[config.mk]
export PLATFORM = sky130hd
export DESIGN_NAME = reorder_buffer_flat
export DESIGN_NICKNAME = d
export VERILOG_FILES = /design/src/rtl/reorder_buffer_pkg.sv /design/src/rtl/reorder_buffer_if.sv /design/src/rtl/rob_entry_array.sv /design/src/rtl/reorder_buffer.sv /design/src/flat_wrapper.sv
export SDC_FILE = /design/constraint.sdc
export NUM_CORES = 2
export LEC_CHECK = 0
export ABC_CLOCK_PERIOD_IN_PS = 19900
export BUFFER_PORTS_ARGS = -buffer_cell sky130_fd_sc_hd__buf_2
export CAP_MARGIN = 20
export CORE_ASPECT_RATIO = 1.5
export CORE_MARGIN = 2
export CORE_UTILIZATION = 63
export CTS_BUF_LIST = sky130_fd_sc_hd__clkbuf_4 sky130_fd_sc_hd__clkbuf_8
export DETAILED_ROUTE_END_ITERATION = 7
export PLACE_DENSITY_LB_ADDON = 0.15
export RECOVER_POWER = 100
export SLEW_MARGIN = 20
export SYNTH_ARGS = -nofsm -noshare
export SYNTH_HDL_FRONTEND = slang
export SYNTH_SLANG_ARGS = --single-unit
[constraint.sdc]
create_clock -name clk_in -period 19.9 [get_ports clk_in]
set_input_delay 0.995 -clock clk_in [delete_from_list [all_inputs] [get_ports clk_in]]
set_output_delay 0.995 -clock clk_in [all_outputs]
set_load 0.03 [all_outputs]
[src/rtl/reorder_buffer_pkg.sv]
// Shared constants and types for the reorder buffer: sizing, entry type
// encodings, the packed entry view and the mispredict test used at commit.
package reorder_buffer_pkg;

    localparam int ROB_INDEX_BIT = 4;
    localparam int ROB_SIZE      = 1 << ROB_INDEX_BIT;
    localparam int DATA_W        = 32;
    localparam int REG_W         = 5;

    // Destination register 0 means "no architectural write".
    localparam logic [REG_W-1:0] RD_NONE = '0;

    typedef logic [ROB_INDEX_BIT-1:0] rob_id_t;

    typedef enum logic [1:0] {
        TYPE_REG    = 2'd0,
        TYPE_STORE  = 2'd1,
        TYPE_BRANCH = 2'd2,
        TYPE_RSVD   = 2'd3
    } rob_type_e;

    typedef struct packed {
        logic              busy;
        logic              ready;
        rob_type_e         typ;
        logic [REG_W-1:0]  rd;
        logic [DATA_W-1:0] value;
        logic              pred_jump;
        logic              actual_jump;
        logic [DATA_W-1:0] target;
    } rob_entry_t;

    // Indirect-jump targets are verified upstream by the decoder, so only a
    // direction disagreement forces a flush here.
    function automatic logic is_mispredict(input rob_entry_t e);
        return (e.typ == TYPE_BRANCH) && (e.actual_jump != e.pred_jump);
    endfunction

endpackage

[src/rtl/reorder_buffer_if.sv]
// Issue / CDB writeback / operand query / commit bundle between the ROB and
// the rest of the Tomasulo core.
interface reorder_buffer_if;
    import reorder_buffer_pkg::*;

    logic                issue_valid;
    logic [1:0]          issue_type;
    logic [REG_W-1:0]    issue_rd;
    logic                issue_pred_jump;
    logic                full;
    rob_id_t             issue_rob_id;

    logic                wb_valid;
    rob_id_t             wb_rob_id;
    logic [DATA_W-1:0]   wb_value;
    logic                wb_jump;
    logic [DATA_W-1:0]   wb_target;

    rob_id_t             qry_id1;
    rob_id_t             qry_id2;
    logic                qry_ready1;
    logic                qry_ready2;
    logic [DATA_W-1:0]   qry_val1;
    logic [DATA_W-1:0]   qry_val2;

    logic [REG_W-1:0]    rf_set_value_id;
    logic [DATA_W-1:0]   rf_set_value;
    rob_id_t             rf_set_value_rob_id;
    logic                store_commit;
    rob_id_t             store_commit_rob_id;
    logic                clear;
    logic [DATA_W-1:0]   clear_pc;

    modport master (
        output issue_valid, issue_type, issue_rd, issue_pred_jump,
        output wb_valid, wb_rob_id, wb_value, wb_jump, wb_target,
        output qry_id1, qry_id2,
        input  full, issue_rob_id,
        input  qry_ready1, qry_ready2, qry_val1, qry_val2,
        input  rf_set_value_id, rf_set_value, rf_set_value_rob_id,
        input  store_commit, store_commit_rob_id, clear, clear_pc
    );

    modport slave (
        input  issue_valid, issue_type, issue_rd, issue_pred_jump,
        input  wb_valid, wb_rob_id, wb_value, wb_jump, wb_target,
        input  qry_id1, qry_id2,
        output full, issue_rob_id,
        output qry_ready1, qry_ready2, qry_val1, qry_val2,
        output rf_set_value_id, rf_set_value, rf_set_value_rob_id,
        output store_commit, store_commit_rob_id, clear, clear_pc
    );

endinterface

[src/rtl/rob_entry_array.sv]
// ROB entry storage: one allocate port, one CDB writeback port, two operand
// query ports with CDB forwarding, and a combinational head read.
module rob_entry_array
    import reorder_buffer_pkg::*;
(
    input  logic              clk_in,
    input  logic              rst_in,
    input  logic              rdy_in,
    input  logic              flush,
    input  logic              alloc_en,
    input  rob_id_t           alloc_idx,
    input  rob_type_e         alloc_type,
    input  logic [REG_W-1:0]  alloc_rd,
    input  logic              alloc_pred_jump,
    input  logic              release_en,
    input  logic              wb_valid,
    input  logic              wb_accept,
    input  rob_id_t           wb_idx,
    input  logic [DATA_W-1:0] wb_value,
    input  logic              wb_jump,
    input  logic [DATA_W-1:0] wb_target,
    input  rob_id_t           qry_id1,
    input  rob_id_t           qry_id2,
    output logic              qry_ready1,
    output logic              qry_ready2,
    output logic [DATA_W-1:0] qry_val1,
    output logic [DATA_W-1:0] qry_val2,
    input  rob_id_t           head_idx,
    output rob_entry_t        head_entry
);

    logic [ROB_SIZE-1:0] busy_q;
    logic [ROB_SIZE-1:0] ready_q;
    rob_type_e           type_q   [ROB_SIZE];
    logic [REG_W-1:0]    rd_q     [ROB_SIZE];
    logic [DATA_W-1:0]   value_q  [ROB_SIZE];
    logic                pjump_q  [ROB_SIZE];
    logic                ajump_q  [ROB_SIZE];
    logic [DATA_W-1:0]   target_q [ROB_SIZE];

    logic wb_write;
    logic fwd1, fwd2;

    function automatic logic [DATA_W-1:0] query_value(
        input logic              fwd,
        input logic              stored_ready,
        input logic [DATA_W-1:0] cdb_value,
        input logic [DATA_W-1:0] stored_value
    );
        if (fwd)
            return cdb_value;
        return stored_ready ? stored_value : '0;
    endfunction

    assign wb_write = wb_valid && wb_accept && busy_q[wb_idx] && !flush;

    // Control flags: release, then writeback, then allocate, so that a slot
    // freed and reallocated on the same edge ends up as a fresh entry.
    always_ff @(posedge clk_in) begin
        if (!rst_in) begin
            busy_q  <= '0;
            ready_q <= '0;
        end else if (rdy_in) begin
            if (flush) begin
                busy_q  <= '0;
                ready_q <= '0;
            end else begin
                if (release_en) begin
                    busy_q[head_idx]  <= 1'b0;
                    ready_q[head_idx] <= 1'b0;
                end
                if (wb_write)
                    ready_q[wb_idx] <= 1'b1;
                if (alloc_en) begin
                    busy_q[alloc_idx]  <= 1'b1;
                    ready_q[alloc_idx] <= (alloc_type == TYPE_STORE);
                end
            end
        end
    end

    always_ff @(posedge clk_in) begin
        if (rdy_in) begin
            if (wb_write) begin
                value_q[wb_idx]  <= wb_value;
                ajump_q[wb_idx]  <= wb_jump;
                target_q[wb_idx] <= wb_target;
            end
            if (alloc_en) begin
                type_q[alloc_idx]  <= alloc_type;
                rd_q[alloc_idx]    <= alloc_rd;
                pjump_q[alloc_idx] <= alloc_pred_jump;
            end
        end
    end

    assign fwd1       = wb_valid && (wb_idx == qry_id1);
    assign fwd2       = wb_valid && (wb_idx == qry_id2);
    assign qry_ready1 = ready_q[qry_id1] || fwd1;
    assign qry_ready2 = ready_q[qry_id2] || fwd2;
    assign qry_val1   = query_value(fwd1, ready_q[qry_id1], wb_value, value_q[qry_id1]);
    assign qry_val2   = query_value(fwd2, ready_q[qry_id2], wb_value, value_q[qry_id2]);

    assign head_entry = '{
        busy:        busy_q[head_idx],
        ready:       ready_q[head_idx],
        typ:         type_q[head_idx],
        rd:          rd_q[head_idx],
        value:       value_q[head_idx],
        pred_jump:   pjump_q[head_idx],
        actual_jump: ajump_q[head_idx],
        target:      target_q[head_idx]
    };

endmodule

[src/rtl/reorder_buffer.sv]
// Circular in-order retirement queue: allocates ids at issue, collects CDB
// results, retires one entry per cycle and flushes on branch mispredict.
module reorder_buffer
    import reorder_buffer_pkg::*;
(
    input  logic            clk_in,
    input  logic            rst_in,
    input  logic            rdy_in,
    reorder_buffer_if.slave rob
);

    typedef logic [ROB_INDEX_BIT:0] cnt_t;

    rob_id_t           head_q;
    rob_id_t           tail_q;
    cnt_t              count_q;
    cnt_t              count_next;
    rob_entry_t        head_e;

    logic              commit_now;
    logic              flush_now;
    logic              issue_now;

    logic              full_p1;
    logic [REG_W-1:0]  rf_id_p1;
    logic [DATA_W-1:0] rf_val_p1;
    rob_id_t           rf_rob_p1;
    logic              st_p1;
    rob_id_t           st_id_p1;
    logic              clear_p1;
    logic [DATA_W-1:0] clear_pc_p1;

    // A full buffer still accepts an issue on the edge that retires the head.
    assign commit_now = (count_q != '0) && head_e.busy && head_e.ready;
    assign flush_now  = commit_now && is_mispredict(head_e);
    assign issue_now  = rob.issue_valid && (!full_p1 || commit_now) && !clear_p1 && !flush_now;
    assign count_next = count_q + cnt_t'(issue_now) - cnt_t'(commit_now);

    rob_entry_array u_entries (
        .clk_in          (clk_in),
        .rst_in          (rst_in),
        .rdy_in          (rdy_in),
        .flush           (flush_now),
        .alloc_en        (issue_now),
        .alloc_idx       (tail_q),
        .alloc_type      (rob_type_e'(rob.issue_type)),
        .alloc_rd        (rob.issue_rd),
        .alloc_pred_jump (rob.issue_pred_jump),
        .release_en      (commit_now),
        .wb_valid        (rob.wb_valid),
        .wb_accept       (!clear_p1),
        .wb_idx          (rob.wb_rob_id),
        .wb_value        (rob.wb_value),
        .wb_jump         (rob.wb_jump),
        .wb_target       (rob.wb_target),
        .qry_id1         (rob.qry_id1),
        .qry_id2         (rob.qry_id2),
        .qry_ready1      (rob.qry_ready1),
        .qry_ready2      (rob.qry_ready2),
        .qry_val1        (rob.qry_val1),
        .qry_val2        (rob.qry_val2),
        .head_idx        (head_q),
        .head_entry      (head_e)
    );

    always_ff @(posedge clk_in) begin
        if (!rst_in) begin
            head_q  <= '0;
            tail_q  <= '0;
            count_q <= '0;
            full_p1 <= 1'b0;
        end else if (rdy_in) begin
            if (flush_now) begin
                head_q  <= '0;
                tail_q  <= '0;
                count_q <= '0;
                full_p1 <= 1'b0;
            end else begin
                head_q  <= head_q + rob_id_t'(commit_now);
                tail_q  <= tail_q + rob_id_t'(issue_now);
                count_q <= count_next;
                full_p1 <= (count_next == cnt_t'(ROB_SIZE));
            end
        end
    end

    // Commit stage: outputs are valid for the one cycle after the retiring edge.
    always_ff @(posedge clk_in) begin
        if (!rst_in) begin
            rf_id_p1    <= RD_NONE;
            rf_val_p1   <= '0;
            rf_rob_p1   <= '0;
            st_p1       <= 1'b0;
            st_id_p1    <= '0;
            clear_p1    <= 1'b0;
            clear_pc_p1 <= '0;
        end else if (rdy_in) begin
            rf_id_p1 <= RD_NONE;
            st_p1    <= 1'b0;
            clear_p1 <= 1'b0;
            if (commit_now) begin
                unique case (head_e.typ)
                    TYPE_REG, TYPE_BRANCH: begin
                        rf_id_p1  <= head_e.rd;
                        rf_val_p1 <= head_e.value;
                        rf_rob_p1 <= head_q;
                    end
                    TYPE_STORE: begin
                        st_p1    <= 1'b1;
                        st_id_p1 <= head_q;
                    end
                    default: ;
                endcase
                if (flush_now) begin
                    clear_p1    <= 1'b1;
                    clear_pc_p1 <= head_e.target;
                end
            end
        end
    end

    assign rob.full                = full_p1;
    assign rob.issue_rob_id        = tail_q;
    assign rob.rf_set_value_id     = rf_id_p1;
    assign rob.rf_set_value        = rf_val_p1;
    assign rob.rf_set_value_rob_id = rf_rob_p1;
    assign rob.store_commit        = st_p1;
    assign rob.store_commit_rob_id = st_id_p1;
    assign rob.clear               = clear_p1;
    assign rob.clear_pc            = clear_pc_p1;

endmodule

[src/flat_wrapper.sv]
// flat-port wrapper written by rule: the top's interface ports become plain ports
module reorder_buffer_flat import reorder_buffer_pkg::*;
  (clk_in, rst_in, rdy_in, rob_issue_valid, rob_issue_type, rob_issue_rd, rob_issue_pred_jump, rob_wb_valid, rob_wb_rob_id, rob_wb_value, rob_wb_jump, rob_wb_target, rob_qry_id1, rob_qry_id2, rob_full, rob_issue_rob_id, rob_qry_ready1, rob_qry_ready2, rob_qry_val1, rob_qry_val2, rob_rf_set_value_id, rob_rf_set_value, rob_rf_set_value_rob_id, rob_store_commit, rob_store_commit_rob_id, rob_clear, rob_clear_pc);
  reorder_buffer_if rob_i ();
  input  logic clk_in;
  input  logic rst_in;
  input  logic rdy_in;
  input wire logic [$bits(rob_i.issue_valid)-1:0] rob_issue_valid;
  input wire logic [$bits(rob_i.issue_type)-1:0] rob_issue_type;
  input wire logic [$bits(rob_i.issue_rd)-1:0] rob_issue_rd;
  input wire logic [$bits(rob_i.issue_pred_jump)-1:0] rob_issue_pred_jump;
  input wire logic [$bits(rob_i.wb_valid)-1:0] rob_wb_valid;
  input wire logic [$bits(rob_i.wb_rob_id)-1:0] rob_wb_rob_id;
  input wire logic [$bits(rob_i.wb_value)-1:0] rob_wb_value;
  input wire logic [$bits(rob_i.wb_jump)-1:0] rob_wb_jump;
  input wire logic [$bits(rob_i.wb_target)-1:0] rob_wb_target;
  input wire logic [$bits(rob_i.qry_id1)-1:0] rob_qry_id1;
  input wire logic [$bits(rob_i.qry_id2)-1:0] rob_qry_id2;
  output wire logic [$bits(rob_i.full)-1:0] rob_full;
  output wire logic [$bits(rob_i.issue_rob_id)-1:0] rob_issue_rob_id;
  output wire logic [$bits(rob_i.qry_ready1)-1:0] rob_qry_ready1;
  output wire logic [$bits(rob_i.qry_ready2)-1:0] rob_qry_ready2;
  output wire logic [$bits(rob_i.qry_val1)-1:0] rob_qry_val1;
  output wire logic [$bits(rob_i.qry_val2)-1:0] rob_qry_val2;
  output wire logic [$bits(rob_i.rf_set_value_id)-1:0] rob_rf_set_value_id;
  output wire logic [$bits(rob_i.rf_set_value)-1:0] rob_rf_set_value;
  output wire logic [$bits(rob_i.rf_set_value_rob_id)-1:0] rob_rf_set_value_rob_id;
  output wire logic [$bits(rob_i.store_commit)-1:0] rob_store_commit;
  output wire logic [$bits(rob_i.store_commit_rob_id)-1:0] rob_store_commit_rob_id;
  output wire logic [$bits(rob_i.clear)-1:0] rob_clear;
  output wire logic [$bits(rob_i.clear_pc)-1:0] rob_clear_pc;
  assign rob_i.issue_valid = rob_issue_valid;
  assign rob_i.issue_type = rob_issue_type;
  assign rob_i.issue_rd = rob_issue_rd;
  assign rob_i.issue_pred_jump = rob_issue_pred_jump;
  assign rob_i.wb_valid = rob_wb_valid;
  assign rob_i.wb_rob_id = rob_wb_rob_id;
  assign rob_i.wb_value = rob_wb_value;
  assign rob_i.wb_jump = rob_wb_jump;
  assign rob_i.wb_target = rob_wb_target;
  assign rob_i.qry_id1 = rob_qry_id1;
  assign rob_i.qry_id2 = rob_qry_id2;
  assign rob_full = rob_i.full;
  assign rob_issue_rob_id = rob_i.issue_rob_id;
  assign rob_qry_ready1 = rob_i.qry_ready1;
  assign rob_qry_ready2 = rob_i.qry_ready2;
  assign rob_qry_val1 = rob_i.qry_val1;
  assign rob_qry_val2 = rob_i.qry_val2;
  assign rob_rf_set_value_id = rob_i.rf_set_value_id;
  assign rob_rf_set_value = rob_i.rf_set_value;
  assign rob_rf_set_value_rob_id = rob_i.rf_set_value_rob_id;
  assign rob_store_commit = rob_i.store_commit;
  assign rob_store_commit_rob_id = rob_i.store_commit_rob_id;
  assign rob_clear = rob_i.clear;
  assign rob_clear_pc = rob_i.clear_pc;
  reorder_buffer u_core (.clk_in(clk_in), .rst_in(rst_in), .rdy_in(rdy_in), .rob(rob_i));
endmodule
## Word-level counts from Yosys, hierarchy flattened

Memory sizes are Yosys's and may differ from the RTL's. A register that Yosys moved wholly into a read port is not among the register bits.
Cells that the tools add are included.

- Memory bits (read-only): 0
- Logic and storage cells: 135
- Memory bits (writable): 1168
- Bits in latches: 0
- Memories kept: 6
- Bits in registers: 61
- Input port bits: 90

Memory list:

| memory | words | width | rd ports | clocked after Yosys merged registers in | wr ports | line | text |
|---|---|---|---|---|---|---|---|
| u_core.u_entries.target_q | 16 | 32 | 1 | 1 | 1 | rob_entry_array.sv:39 | `logic [DATA_W-1:0] target_q [ROB_SIZE];` |
| u_core.u_entries.value_q | 16 | 32 | 3 | 1 | 1 | rob_entry_array.sv:36 | `logic [DATA_W-1:0] value_q [ROB_SIZE];` |
| u_core.u_entries.rd_q | 16 | 5 | 1 | 1 | 1 | rob_entry_array.sv:35 | `logic [REG_W-1:0] rd_q [ROB_SIZE];` |
| u_core.u_entries.type_q | 16 | 2 | 1 | 1 | 1 | rob_entry_array.sv:34 | `rob_type_e type_q [ROB_SIZE];` |
| u_core.u_entries.ajump_q | 16 | 1 | 1 | 1 | 1 | rob_entry_array.sv:38 | `logic ajump_q [ROB_SIZE];` |
| u_core.u_entries.pjump_q | 16 | 1 | 1 | 1 | 1 | rob_entry_array.sv:37 | `logic pjump_q [ROB_SIZE];` |

- Shifts and indexed selects: 0
- $lt $le $gt $ge: 8
- Mux-type cells: 65
- Div/mod/pow operators: 0
- Add/sub/neg operators: 4
- Multiply operators: 0
- Bitwise gates (word level): 5
- Equality and inequality tests: 7
- Reductions and logical operators: 29

Operators with widths:

| cell | count |
|---|---|
| 16-bit 2-to-1 mux | 16 |
| 32-bit 2-to-1 mux | 6 |
| 4-bit 2-to-1 mux | 10 |
| 16-bit AND | 2 |
| 16-bit OR | 2 |
| 4-bit by 5-bit < comparator with 1-bit output, second input constant | 5 |
| 1-bit 2-to-1 mux | 21 |
| 1-bit binary-select mux with 4-bit select | 5 |
| 16-bit bitwise mux | 1 |
| 16-bit inverter | 1 |
| 1-bit logical AND | 15 |
| 5-bit 2-to-1 mux | 3 |
| 1-bit demux with 4-bit select | 3 |
| 4-bit by 1-bit >= comparator with 1-bit output, second input constant | 3 |
| 3-bit AND reduction | 3 |
| 4-bit by 1-bit adder with 4-bit output | 2 |
| 4-bit == test | 2 |
| 5-bit by 1-bit adder with 5-bit output | 1 |
| 5-bit == test, second input constant | 1 |
| 1-bit logical NOT | 5 |
| 5-bit nonzero test | 1 |
| 5-bit by 1-bit subtractor with 5-bit output | 1 |
| 2-bit by 1-bit == test with 1-bit output, second input constant | 2 |
| 1-bit logical OR | 3 |
| 4 further kinds | 4 |

## Depth between registers and ports, before layout

- Word-level depth: 18
- Depth in mapped cells: 20

## Hierarchy

A second synthesis with hierarchy kept.

- Cells, all modules: 3107
- Area total of the unflattened synthesis: 58990.3 sq um

By module, submodules not included:

| module | seq. area each (sq um) | times used | cells an instance | area each (sq um) |
|---|---|---|---|---|
| rob_entry_array | 35714.3 | 1 | 2662 | 55084.1 |
| reorder_buffer | 1861.8 | 1 | 445 | 3906.2 |

## Worst setup path after synthesis

Ideal clock, no wire load.

- Path kind: input to register
- Start point: input rob_wb_rob_id[1]
- End point: memory u_core.u_entries.ajump_q[1] (enable)
- Path slack: 10.174 ns
- Buffers on the path: 3
- Arrival: 9.055 ns
- Stages: 8
- Path through: clkbuf_1 mux4_2 mux4_2 nand3b_1 a21o_1 buf_2 buf_1 nor4b_1

- Longest elaborated chain between the ends: 7

Ends and longest elaborated chain:

| what | line | text |
|---|---|---|
| start: declaration | flat_wrapper.sv:13 | `input wire logic [$bits(rob_i.wb_rob_id)-1:0] rob_wb_rob_id;` |
| 1-bit binary-select mux with 4-bit select | rob_entry_array.sv:55 | `assign wb_write = wb_valid && wb_accept && busy_q[wb_idx] && !flush;` |
| 1-bit 2-to-1 mux (implied by the code) | rob_entry_array.sv:55 |  |
| 1-bit logical AND (2 in a row) | rob_entry_array.sv:55 |  |
| 1-bit 2-to-1 mux | rob_entry_array.sv:84 | `if (wb_write) begin` |
| 1-bit 2-to-1 mux | rob_entry_array.sv:83 | `if (rdy_in) begin` |
| 1-bit 2-to-1 mux (implied by the code) | rob_entry_array.sv:86 | `ajump_q[wb_idx] <= wb_jump;` |
| end: declaration | rob_entry_array.sv:38 |  |

Parallel ways exist; a longest one is shown, timed or not. The select of a mux whose other input is x is not followed.

## Worst setup path in the final report

- Start point: register u_core.head_q[3]
- End point: memory u_core.u_entries.value_q[14][7] (enable)

- Longest elaborated chain between the ends: 10

Ends and longest elaborated chain:

| what | line | text |
|---|---|---|
| start: declaration | reorder_buffer.sv:14 | `rob_id_t head_q;` |
| start signal: assignment | reorder_buffer.sv:79 | `head_q <= head_q + rob_id_t'(commit_now);` |
| 1-bit binary-select mux with 4-bit select | rob_entry_array.sv:105 | `busy: busy_q[head_idx],` |
| 1-bit 2-to-1 mux (implied by the code) | rob_entry_array.sv:105 |  |
| 1-bit logical AND | reorder_buffer.sv:34 | `assign commit_now = (count_q != '0) && head_e.busy && head_e.ready;` |
| 1-bit logical AND (*) | reorder_buffer.sv:34 |  |
| 1-bit logical AND (*) | reorder_buffer.sv:35 | `assign flush_now = commit_now && is_mispredict(head_e);` |
| 1-bit logical NOT (*) | rob_entry_array.sv:55 |  |
| 1-bit logical AND (*) | rob_entry_array.sv:55 |  |
| 1-bit 2-to-1 mux (*) | rob_entry_array.sv:84 |  |
| 1-bit 2-to-1 mux (*) | rob_entry_array.sv:83 |  |
| 1-bit 2-to-1 mux (implied by the code) (*) | rob_entry_array.sv:85 | `value_q[wb_idx] <= wb_value;` |
| end: declaration | rob_entry_array.sv:36 |  |

Every way passes the cells marked *; elsewhere a longest branch is shown, timed or not. The select of a mux whose other input is x is not followed.

==> impl_metrics.py <==
metrics = {
    "timing": {
        "fin_crit_sh": 0.626,
        "rsz0062_at_grt": "no",
        "clock_skew_ns": 0.0564,
        "post-route-worst-setup-slack_ns": 7.45,
        "relSlewSlack": -2.15,
        "fmax_ghz": 0.0803,
        "setup_viol": 0,
        "min_period_ns": 12.45,
        "holdWs_ns": 0.455,
        "finalHoldViolCount": 0,
        "slew_viol_final": 954,
        "worst_pin_slew_ns": 4.73,
        "tns_ns": 0,
    },
    "die": {
        "die_area_um2": 96100,
        "die_w_um": 254,
        "rows": 137,
        "core_area_um2": 92900,
        "io_pins": 240,
        "die_h_um": 379,
        "start_util": 0.635,
    },
    "layout": {
        "multi_input_area_um2": 20300,
        "seqCellArea_um2": 37700,
        "post-route-util": 0.698,
        "layout_common_cells": "edfxtp_1 (1168), mux4_2 (701), nand2_1 (263)",
        "n_fill_cell": 5925,
        "nNetsFinal": 3408,
        "drive_gt1_frac": 0.312,
        "final_common_cell": "edfxtp_1",
        "area_delta_synth_final_pct": 10.0,
    },
    "critical_path": {
        "arrival_ns": 12.88,
        "path_max_fanout": 39,
        "slowest_stage": "clkbuf_1",
        "start_kind": "register",
        "critical_path_class": "reg2reg",
        "reg2reg_from": "u_core.head_q[3]$_SDFFE_PN0P_",
        "end_kind": "register",
        "cp_cell_sequence": "clkbuf_1 -> clkbuf_1 -> nor2b_1 -> a31o_2 -> a2111oi_0 -> and4_1 -> a21o_1 -> nor3_1 -> clkbuf_1 -> clkbuf_1",
        "startpoint": "u_core.head_q[3]$_SDFFE_PN0P_",
        "critical_path.most_common_cell": "clkbuf_1",
        "required_ns": 20.32,
        "critPathMaxStageDelay_ns": 2.77,
    },
    "power": {
        "max-vdd-ir-drop_uv": 78.4,
        "switchingPower_uw": 1210,
        "p_seq_frac": 0.546,
        "internal_power_uw": 4240,
        "p_per_area_nw_per_um2": 83.9,
        "total_power_uw": 5450,
        "pwr-share-comb": 0.052,
        "clockPowerShare": 0.402,
        "p_leak_uw": 0.0193,
        "power_switching_share": 0.222,
    },
    "routing": {
        "drc": 0,
        "drtPass1Iterations": 6,
        "drtIter0Drc": 4226,
        "vias": 33700,
        "final_antenna_net_count": 0,
        "viasPerCell": 7.15,
        "drt-total-wl_um": 157000,
        "wl_per_cell_um": 33.2,
    },
    "run_status": {
        "violations": "capacitance limit, slew limit",
        "status": "finished, violations left",
    },
    "worst_hold_path": {
        "min-delay-start": "u_core.rob.rf_set_value[26]$_SDFFE_PN0P_",
        "hold_path_class": "reg2reg",
    },
    "clocking": {
        "clockRootBuffer": "clkbuf_8",
        "clock_latency_ns": 0.91,
        "htree_levels": 4,
        "postCtsHoldBufs": 0,
        "cts_sinks": 1297,
        "post_cts.repair.setup_buffers": 0,
        "clockBufferDepth": 3,
        "cts_buffers": 183,
        "ctsResizeCount": 0,
        "clk_pin_slew_worst_paths_ns": 0.07,
        "cts_tree": "yes",
    },
    "global_route": {
        "track_usage": 0.337,
        "grt_max_degree": 112,
        "grt_overflow": 0,
        "grt_pass1_wl_um": 229000,
        "grt_pass1_vias": 34700,
        "antenna_found_initial": 9,
    },
    "synthesis": {
        "synth_seq_area_share": 0.639,
        "post_synth_num_cell_types": 66,
        "ys_seq_elements": 1297,
        "synth-edff-count": 1168,
        "yosys_warnings": 0,
        "synth_ff_type": "edfxtp_1",
        "synth_fp_nets": 3141,
        "synth_area_um2": 59000,
        "synth_area_per_cell_um2": 19.4,
        "async_reset_ff_frac": 0,
        "syn_inst": 3040,
    },
    "place": {
        "place_hpwl_um": 91100,
        "portBuffers": 239,
        "place_ws_ns": 13.65,
        "gp_congestion": 0.964,
    },
    "flow_run": {
        "cap_violations": 32,
    },
}
## critical path: cells and delay by family (launching register included)
family | cells | cell delay (ns)
AND/OR/NAND/NOR | 3 | 1.17
AO/OA/AOI/OAI | 3 | 0.76
flip-flops | 1 | 1.29
buffers and inverters | 4 | 8.61
## area by class of cell
type,instances,area share
antenna,4,0.000154
clock inverter,115,0.0149
timing repair buffer,315,0.0216
tap,1251,0.0241
clock buffer,224,0.0444
inverter,15,0.000868
sequential,1297,0.581
multi-input combinational,1495,0.313
## cells by family after synthesis
family / share of synthesized area
multiplexers: 0.270
AND/OR/NAND/NOR: 0.0402
flip-flops: 0.639
buffers and inverters: 0.0166
AO/OA/AOI/OAI: 0.0294
adder cells (fa/ha/maj): 0.00246
XOR/XNOR: 0.00280
## registers in the layout (all words and copies together) (netlist names), named ones only
register,flops
u_core.rob.full,1
u_core.u_entries.target_q,512
u_core.rob.rf_set_value_rob_id,4
u_core.rob.clear_pc,32
u_core.u_entries.pjump_q,16
u_core.head_q,4
u_core.u_entries.ready_q,16
u_core.u_entries.rd_q,80
u_core.rob.rf_set_value_id,5
u_core.u_entries.value_q,512
u_core.rob.rf_set_value,32
u_core.u_entries.type_q,32
u_core.u_entries.busy_q,16
u_core.rob.issue_rob_id,4
u_core.rob.clear,1
u_core.count_q,5
u_core.rob.store_commit,1
u_core.rob.store_commit_rob_id,4
u_core.u_entries.ajump_q,16
## power groups by stage
stage,Sequential [uW],Clock [uW],Combinational [uW]
6_report,2970,2190,286
5_1_grt,2970,2330,303
4_1_cts,2970,2220,290
3_5_place_dp,3030,0,289
3_3_place_gp,3030,0,282
2_1_floorplan,3030,0,181
## Yosys cell counts, types with 4 or more instances
cell       instances  area share
nor2_1            46      0.0029
and2_1            10      0.0011
xnor2_1            4     0.00059
a21oi_1            9     0.00076
a32oi_1            4     0.00059
clkbuf_1         168       0.011
nand3_1           21      0.0018
o21ai_1            7     0.00059
buf_1             43      0.0027
nor3_1            13      0.0011
o21ai_0           88      0.0075
nand4_1            7     0.00074
nor4_1             5     0.00053
o2bb2ai_1          4     0.00059
and3_1             4     0.00042
or2_2              4     0.00042
a32o_1            10      0.0017
a22oi_1           12      0.0015
xor2_1            13      0.0019
o21a_1            15      0.0019
inv_1             12     0.00076
mux2i_1           10      0.0017
dfxtp_1          129       0.044
nor4b_1            9      0.0013
mux4_2           701        0.27
a21boi_0          25      0.0032
or3_1              8     0.00085
edfxtp_1        1168        0.59
nor2b_1           25      0.0027
a31oi_1            5     0.00053
buf_2             18      0.0015
nand2b_1          74      0.0079
ha_1              10      0.0021
a21boi_1          51      0.0065
nand2_1          259       0.016
## worst paths after layout
kind | cells past startpoint | slack (ns) | endpoint
max | 10 | 7.45 | u_core.u_entries.value_q[14][7]$_DFFE_PP_
min | 2 | 0.45 | u_core.rob.rf_set_value[26]$_SDFFE_PN0P_
max reg2reg | 10 | 7.45 | u_core.u_entries.value_q[14][7]$_DFFE_PP_
min reg2reg | 2 | 0.45 | u_core.rob.rf_set_value[26]$_SDFFE_PN0P_
## per-layer routing
layer,share of wire,global-route usage,vias to the layer above
met5,0.00026,0,-
met4,0.046,0.159,6
met3,0.099,0.0625,451
met2,0.51,0.557,2360
met1,0.34,0.438,17600
li1,-,-,13400
## per-stage QoR
| step | area (um^2) | instances |
|---|---|---|
| 5_1_grt | 64900 | 4714 |
| 3_5_place_dp | 61600 | 4372 |
| 4_1_cts | 65400 | 4711 |
| 6_report | 64900 | 4716 |
| 3_3_place_gp | 61600 | 4372 |
| 2_1_floorplan | 59000 | 3040 |
Note: power is estimated with default switching activity, not from simulation.
